**src/rtl/mgc_ace_pkg.sv**
```systemverilog
// Shared definitions for the ACE snoop responder: snoop encodings, CRRESP bit
// positions, the responder state enum and the snoop response decode rules.
package mgc_ace_pkg;

  localparam logic [3:0] SNP_READ_ONCE             = 4'b0000;
  localparam logic [3:0] SNP_READ_SHARED           = 4'b0001;
  localparam logic [3:0] SNP_READ_CLEAN            = 4'b0010;
  localparam logic [3:0] SNP_READ_NOT_SHARED_DIRTY = 4'b0011;
  localparam logic [3:0] SNP_READ_UNIQUE           = 4'b0111;
  localparam logic [3:0] SNP_CLEAN_SHARED          = 4'b1000;
  localparam logic [3:0] SNP_CLEAN_INVALID         = 4'b1001;
  localparam logic [3:0] SNP_MAKE_INVALID          = 4'b1101;
  localparam logic [3:0] SNP_DVM_COMPLETE          = 4'b1110;
  localparam logic [3:0] SNP_DVM_MESSAGE           = 4'b1111;

  localparam int CR_DATA_XFER  = 0;
  localparam int CR_ERROR      = 1;
  localparam int CR_PASS_DIRTY = 2;
  localparam int CR_IS_SHARED  = 3;
  localparam int CR_WAS_UNIQUE = 4;

  typedef enum logic [1:0] {
    ST_IDLE,
    ST_LOOKUP,
    ST_RESP,
    ST_DATA
  } state_e;

  // DVM and undefined codes fall through to an all-zero response; Error is never set.
  function automatic logic [4:0] crresp_decode(input logic [3:0] snoop,
                                               input logic       hit,
                                               input logic       dirty,
                                               input logic       uniq);
    logic [4:0] r;
    r = '0;
    if (hit) begin
      case (snoop)
        SNP_READ_ONCE, SNP_READ_SHARED, SNP_READ_CLEAN,
        SNP_READ_NOT_SHARED_DIRTY, SNP_READ_UNIQUE: begin
          r[CR_DATA_XFER]  = 1'b1;
          r[CR_WAS_UNIQUE] = uniq;
          r[CR_IS_SHARED]  = (snoop != SNP_READ_UNIQUE);
          r[CR_PASS_DIRTY] = dirty && (snoop != SNP_READ_ONCE);
        end
        SNP_CLEAN_SHARED, SNP_CLEAN_INVALID: begin
          r[CR_DATA_XFER]  = dirty;
          r[CR_PASS_DIRTY] = dirty;
          r[CR_IS_SHARED]  = (snoop == SNP_CLEAN_SHARED);
          r[CR_WAS_UNIQUE] = uniq;
        end
        SNP_MAKE_INVALID: r[CR_WAS_UNIQUE] = uniq;
        default: r = '0;
      endcase
    end
    r[CR_ERROR] = 1'b0;
    return r;
  endfunction

  function automatic logic snoop_invalidates(input logic [3:0] snoop, input logic hit);
    return hit && ((snoop == SNP_READ_UNIQUE) || (snoop == SNP_CLEAN_INVALID) ||
                   (snoop == SNP_MAKE_INVALID));
  endfunction

endpackage

```
**src/rtl/mgc_ace_crresp_decode.sv**
```systemverilog
// Combinational snoop response decode: maps snoop type and cache lookup
// result to CRRESP and the line invalidate request.
module mgc_ace_crresp_decode
  import mgc_ace_pkg::*;
(
  input  logic [3:0] snoop,
  input  logic       hit,
  input  logic       dirty,
  input  logic       uniq,
  output logic [4:0] crresp,
  output logic       inv
);

  always_comb begin
    crresp = crresp_decode(snoop, hit, dirty, uniq);
    inv    = snoop_invalidates(snoop, hit);
  end

endmodule

```
**src/rtl/mgc_ace_snoop_responder.sv**
```systemverilog
// ACE snoop responder: accepts one snoop at a time, looks the line up in the
// cache, returns CRRESP and, when DataTransfer is set, streams the line on CD.
module mgc_ace_snoop_responder
  import mgc_ace_pkg::*;
#(
  parameter  int ADDR_WIDTH  = 32,
  parameter  int SDATA_WIDTH = 64,
  parameter  int LINE_BYTES  = 64,
  localparam int BEATS       = LINE_BYTES * 8 / SDATA_WIDTH,
  localparam int BEAT_W      = (BEATS > 1) ? $clog2(BEATS) : 1
) (
  input  logic                   ACLK,
  input  logic                   ARESET,
  input  logic                   ACVALID,
  output logic                   ACREADY,
  input  logic [ADDR_WIDTH-1:0]  ACADDR,
  input  logic [3:0]             ACSNOOP,
  input  logic [2:0]             ACPROT,
  output logic                   CRVALID,
  input  logic                   CRREADY,
  output logic [4:0]             CRRESP,
  output logic                   CDVALID,
  input  logic                   CDREADY,
  output logic [SDATA_WIDTH-1:0] CDDATA,
  output logic                   CDLAST,
  output logic                   lk_req,
  output logic [ADDR_WIDTH-1:0]  lk_addr,
  input  logic                   lk_rsp_valid,
  input  logic                   lk_hit,
  input  logic                   lk_dirty,
  input  logic                   lk_unique,
  output logic [BEAT_W-1:0]      rd_beat,
  input  logic [SDATA_WIDTH-1:0] rd_data,
  output logic                   inv_pulse,
  output state_e                 dbg_state,
  output logic [3:0]             dbg_snoop,
  output logic [2:0]             dbg_prot
);

  localparam int                    OFF       = $clog2(LINE_BYTES);
  localparam logic [ADDR_WIDTH-1:0] LINE_MASK = {ADDR_WIDTH{1'b1}} << OFF;
  localparam logic [BEAT_W-1:0]     LAST_BEAT = BEAT_W'(BEATS - 1);

  state_e                  state_q, state_d;
  logic [ADDR_WIDTH-1:0]   addr_q, addr_d;
  logic [3:0]              snoop_q, snoop_d;
  logic [2:0]              prot_q, prot_d;
  logic [4:0]              crresp_q, crresp_d;
  logic                    inv_q, inv_d;
  logic [BEAT_W-1:0]       beat_q, beat_d;
  logic                    lk_req_q, lk_req_d;
  logic [4:0]              dec_crresp;
  logic                    dec_inv;
  logic                    ac_hs, cr_hs, cd_hs, last_beat;

  // All channels: a transfer happens on a rising edge where VALID && READY;
  // VALID and its payload are held stable by this block until that edge.
  assign ac_hs     = ACVALID && ACREADY;
  assign cr_hs     = CRVALID && CRREADY;
  assign cd_hs     = CDVALID && CDREADY;
  assign last_beat = (beat_q == LAST_BEAT);

  mgc_ace_crresp_decode u_decode (
    .snoop  (snoop_q),
    .hit    (lk_hit),
    .dirty  (lk_dirty),
    .uniq   (lk_unique),
    .crresp (dec_crresp),
    .inv    (dec_inv)
  );

  always_ff @(posedge ACLK) begin
    if (ARESET) state_q <= ST_IDLE;
    else        state_q <= state_d;
  end

  always_comb begin
    state_d = state_q;
    case (state_q)
      ST_IDLE:   if (ac_hs) state_d = ST_LOOKUP;
      ST_LOOKUP: if (lk_rsp_valid) state_d = ST_RESP;
      ST_RESP:   if (cr_hs) state_d = crresp_q[CR_DATA_XFER] ? ST_DATA : ST_IDLE;
      ST_DATA:   if (cd_hs && last_beat) state_d = ST_IDLE;
      default:   state_d = ST_IDLE;
    endcase
  end

  // Reset gates every handshake output so an abandoned snoop issues nothing.
  always_comb begin
    ACREADY   = 1'b0;
    CRVALID   = 1'b0;
    CRRESP    = '0;
    CDVALID   = 1'b0;
    CDLAST    = 1'b0;
    CDDATA    = '0;
    lk_req    = 1'b0;
    inv_pulse = 1'b0;
    if (!ARESET) begin
      lk_req = lk_req_q;
      case (state_q)
        ST_IDLE: ACREADY = 1'b1;
        ST_RESP: begin
          CRVALID   = 1'b1;
          CRRESP    = crresp_q;
          inv_pulse = inv_q && CRREADY;
        end
        ST_DATA: begin
          CDVALID = 1'b1;
          CDDATA  = rd_data;
          CDLAST  = last_beat;
        end
        default: ;
      endcase
    end
  end

  always_comb begin
    addr_d   = addr_q;
    snoop_d  = snoop_q;
    prot_d   = prot_q;
    crresp_d = crresp_q;
    inv_d    = inv_q;
    beat_d   = beat_q;
    lk_req_d = 1'b0;
    if (ac_hs) begin
      addr_d   = ACADDR;
      snoop_d  = ACSNOOP;
      prot_d   = ACPROT;
      lk_req_d = 1'b1;
    end
    if ((state_q == ST_LOOKUP) && lk_rsp_valid) begin
      crresp_d = dec_crresp;
      inv_d    = dec_inv;
    end
    if (cd_hs) beat_d = last_beat ? '0 : beat_q + BEAT_W'(1);
  end

  always_ff @(posedge ACLK) begin
    if (ARESET) begin
      addr_q   <= '0;
      snoop_q  <= '0;
      prot_q   <= '0;
      crresp_q <= '0;
      inv_q    <= 1'b0;
      beat_q   <= '0;
      lk_req_q <= 1'b0;
    end else begin
      addr_q   <= addr_d;
      snoop_q  <= snoop_d;
      prot_q   <= prot_d;
      crresp_q <= crresp_d;
      inv_q    <= inv_d;
      beat_q   <= beat_d;
      lk_req_q <= lk_req_d;
    end
  end

  assign lk_addr   = addr_q & LINE_MASK;
  assign rd_beat   = beat_q;
  assign dbg_state = state_q;
  assign dbg_snoop = snoop_q;
  assign dbg_prot  = prot_q;

endmodule

```
**config.mk**
```make
export PLATFORM = sky130hd
export DESIGN_NAME = mgc_ace_snoop_responder
export DESIGN_NICKNAME = d
export VERILOG_FILES = /design/src/rtl/mgc_ace_pkg.sv /design/src/rtl/mgc_ace_crresp_decode.sv /design/src/rtl/mgc_ace_snoop_responder.sv
export SDC_FILE = /design/constraint.sdc
export NUM_CORES = 1
export LEC_CHECK = 0
export BUFFER_PORTS_ARGS = -buffer_cell sky130_fd_sc_hd__buf_2
export CAP_MARGIN = 40
export CELL_PAD_IN_SITES_DETAIL_PLACEMENT = 0
export CELL_PAD_IN_SITES_GLOBAL_PLACEMENT = 2
export CORE_MARGIN = 2
export CORE_UTILIZATION = 19
export DETAILED_ROUTE_END_ITERATION = 8
export PLACE_DENSITY_LB_ADDON = 0.05
export SYNTH_ARGS = -nofsm -noshare
export SYNTH_HDL_FRONTEND = slang
export SYNTH_SLANG_ARGS = --single-unit
export TNS_END_PERCENT = 10
```
**constraint.sdc**
```tcl
create_clock -name ACLK -period 3 [get_ports ACLK]
set_input_delay 0.75 -clock ACLK [delete_from_list [all_inputs] [get_ports ACLK]]
set_output_delay 0.75 -clock ACLK [all_outputs]
set_load 0.01 [all_outputs]
```
==> metrics.txt <==
Clock Skew 0.00721 ns; sequential-to-total area share from yosys stat 0.368; GRT Resource Usage Total 0.121; DR DRC count 0; simple-gate area share of the yosys netlist 0.408; Multi-input gate area 1360 sq um; die width 116 um; Final WS setup 0.471 ns; peak supply drop 0.233 mV; synth unique cells 40; Initial Util 0.197; cell count after placement 665; P&R area growth vs syn 57.4%; Worst EP required 2.25 ns; RSZ-0062 raised after global routing no; Post-CTS Setup Inserts 0; row count 40; switching share of total power 0.279; Pre-antenna DRT Iters 4; Clock power frac 0.387; CP top delay family flip-flops; vias per cell 3.89; static leakage 2.01 nW; Slew HR 0.651; antenna viol nets, final 0; CTS tree yes; PD cells 441 nW/um^2; status complete, no violations; WL final 8.87 mm; Slew Viols, Final 0; vias in the first global route 2,286; Worst-path clk slew 0.07 ns; GRT Residual Overflow 0; Yosys top cell area share 0.368; Compound-Gate Fraction of Synth Area 0.131; core area 12,200 sq um; global-route wire length before repair 12.5 mm; hold buffers post-CTS 0; Post-synth ARST share 0; post-route insts no fill 674; Total Power 1.66 mW; # fillers 1,361; Slew @ Worst Pin 0.522 ns; Seq cells post-synth 44; Sum Neg Setup Slack 0 ns; Synth Instances 295; Clock H-tree levels 2; largest net degree at the start of global routing 48; die area 13,500 sq um; clk sink count 44; CP startpoint kind register; Placer Congestion 0.677; internal power 1.20 mW; main flop type after synthesis dfxtp_1; Avg WL per Cell 13.2 um; Bufs on Longest Clock Path 2; hpwl dp 7.10 mm; CP peak stage delay 0.65 ns; worst path bufs/invs 2; Crit-path slowest cell dfxtp_1; Max Clk Rate 0.395 GHz; register share of total power 0.412; PortBufs 217; Crit Path Class reg -> out; top-count cell post-synth and2_1; EDFF count, synth 0; Final Cycle Share 0.843; min Tclk post-route 2.53 ns; largest family of logic cells by synthesized area simple AND/OR/NAND/NOR gates; Post-Place Setup Slack 0.457 ns; Clock Latency Late Sink 0.29 ns; Max Cap Viol 0; initial antenna violation count 3; crit path cell chain nand2_1 -> nor2_2 -> buf_4 -> and2_1 -> buf_2; Clock Root Buffer clkbuf_16; Final Hold Vio Count 0; largest area contributor in the synthesized netlist dfxtp_1; CTS buffer count 5; Vias 2,619; Resized Gates After CTS 0; DIE HEIGHT 116 um; Post-Syn Area per Cell 8.11 sq um; Post-Synthesis Cell Area 2390 sq um; Synth top cells by count and2_1, dfxtp_1, nand2_1; Area contributors post-synth dfxtp_1, and2_1, nand2b_1, o21ai_0, nand2_1; Comb pwr share 0.201; HP Class reg -> reg; Util after Layout 0.310; Worst Path Arrival 1.78 ns; IO Pins 231; Synth warnings 0; xor/xnor share of the synthesized area 0; Adder-Cell Fraction of Synth Area 0.0105; P_sw 464 uW; share of cells above drive strength 1 0.471; initial drt markers 66; CP Max Fanout 38; mux share of post-synthesis cell area 0.00418; Reg area 881 sq um; CP endpoint kind output pin; count of nets after finishing 618; # setup viols final 0
[per-stage QoR]
stage	hold slack [ns]	instance area, sq um
global placement	0.443	3590
CTS	0.457	3760
global route	0.481	3760
detailed placement	0.448	3590
floorplan	0.427	2410
finish	0.453	3770
[cell families after synthesis]
family                   after synthesis
AO/OA/AOI/OAI                         54
adder cells (fa/ha/maj)                2
buffers and inverters                 30
flip-flops                            44
multiplexers                           1
other                                  1
AND/OR/NAND/NOR                      163
[sequential cells by signal, summed over array words and instances, names as in the netlist]
register   cells
dbg_snoop      4
addr_q        26
inv_q          1
rd_beat        3
dbg_prot       3
crresp_q       4
dbg_state      2
lk_req_q       1
[layout make-up]
class                      count  share of cell area
tap                          168              0.0558
clock buffer                   5              0.0332
inverter                       2             0.00199
timing repair buffer         224               0.302
multi-input combinational    227               0.360
antenna                        1            0.000664
sequential                    44               0.234
clock inverter                 3              0.0123
[worst min-delay path, delay by kind of cell, from the launching register on]
| family | cells | cell delay, ns |
|---|---|---|
| DFF | 1 | 0.31 |
| and+or+nand+nor | 1 | 0.05 |
| AOI/OAI and AO/OA | 1 | 0.05 |
[power by group through the flow]
stage / sequential (mW) / combinational (mW) / clock, mW
after detailed placement: 0.699 / 0.340 / 0
after global placement: 0.696 / 0.341 / 0
final: 0.685 / 0.334 / 0.642
after global routing: 0.692 / 0.378 / 0.697
after floorplan: 0.712 / 0.165 / 0
after CTS: 0.686 / 0.341 / 0.674
[worst paths after layout]
path                 from    endpoint  slack [ns]  cells past startpoint
min reg2reg         inv_q       inv_q        0.45                      2
min                 inv_q       inv_q        0.45                      2
max          dbg_state[1]  CDDATA[61]        0.47                      5
max reg2reg  dbg_state[0]   addr_q[7]        1.41                      4
[layout by cell type, fill, tap and decap left out, types with 4 or more instances in the layout]
cell type	synthesis	final
a21oi_1	5	5
and2_1	70	70
buf_2	3	217
buf_4	12	7
clkbuf_16	0	5
conb_1	1	7
dfxtp_1	44	44
nand2_1	40	40
nand2b_1	34	34
nand3b_1	4	4
o21ai_0	35	35
[routing by layer]
metal | global-route usage | up-vias | share of wire
met1 | 0.133 | 1110 | 0.38
met5 | 0 | - | 0.0019
met3 | 0.0384 | 12 | 0.093
li1 | - | 1369 | -
met2 | 0.226 | 126 | 0.51
met4 | 0.0310 | 2 | 0.010
No activity file was read; power rests on OpenSTA's default activity.
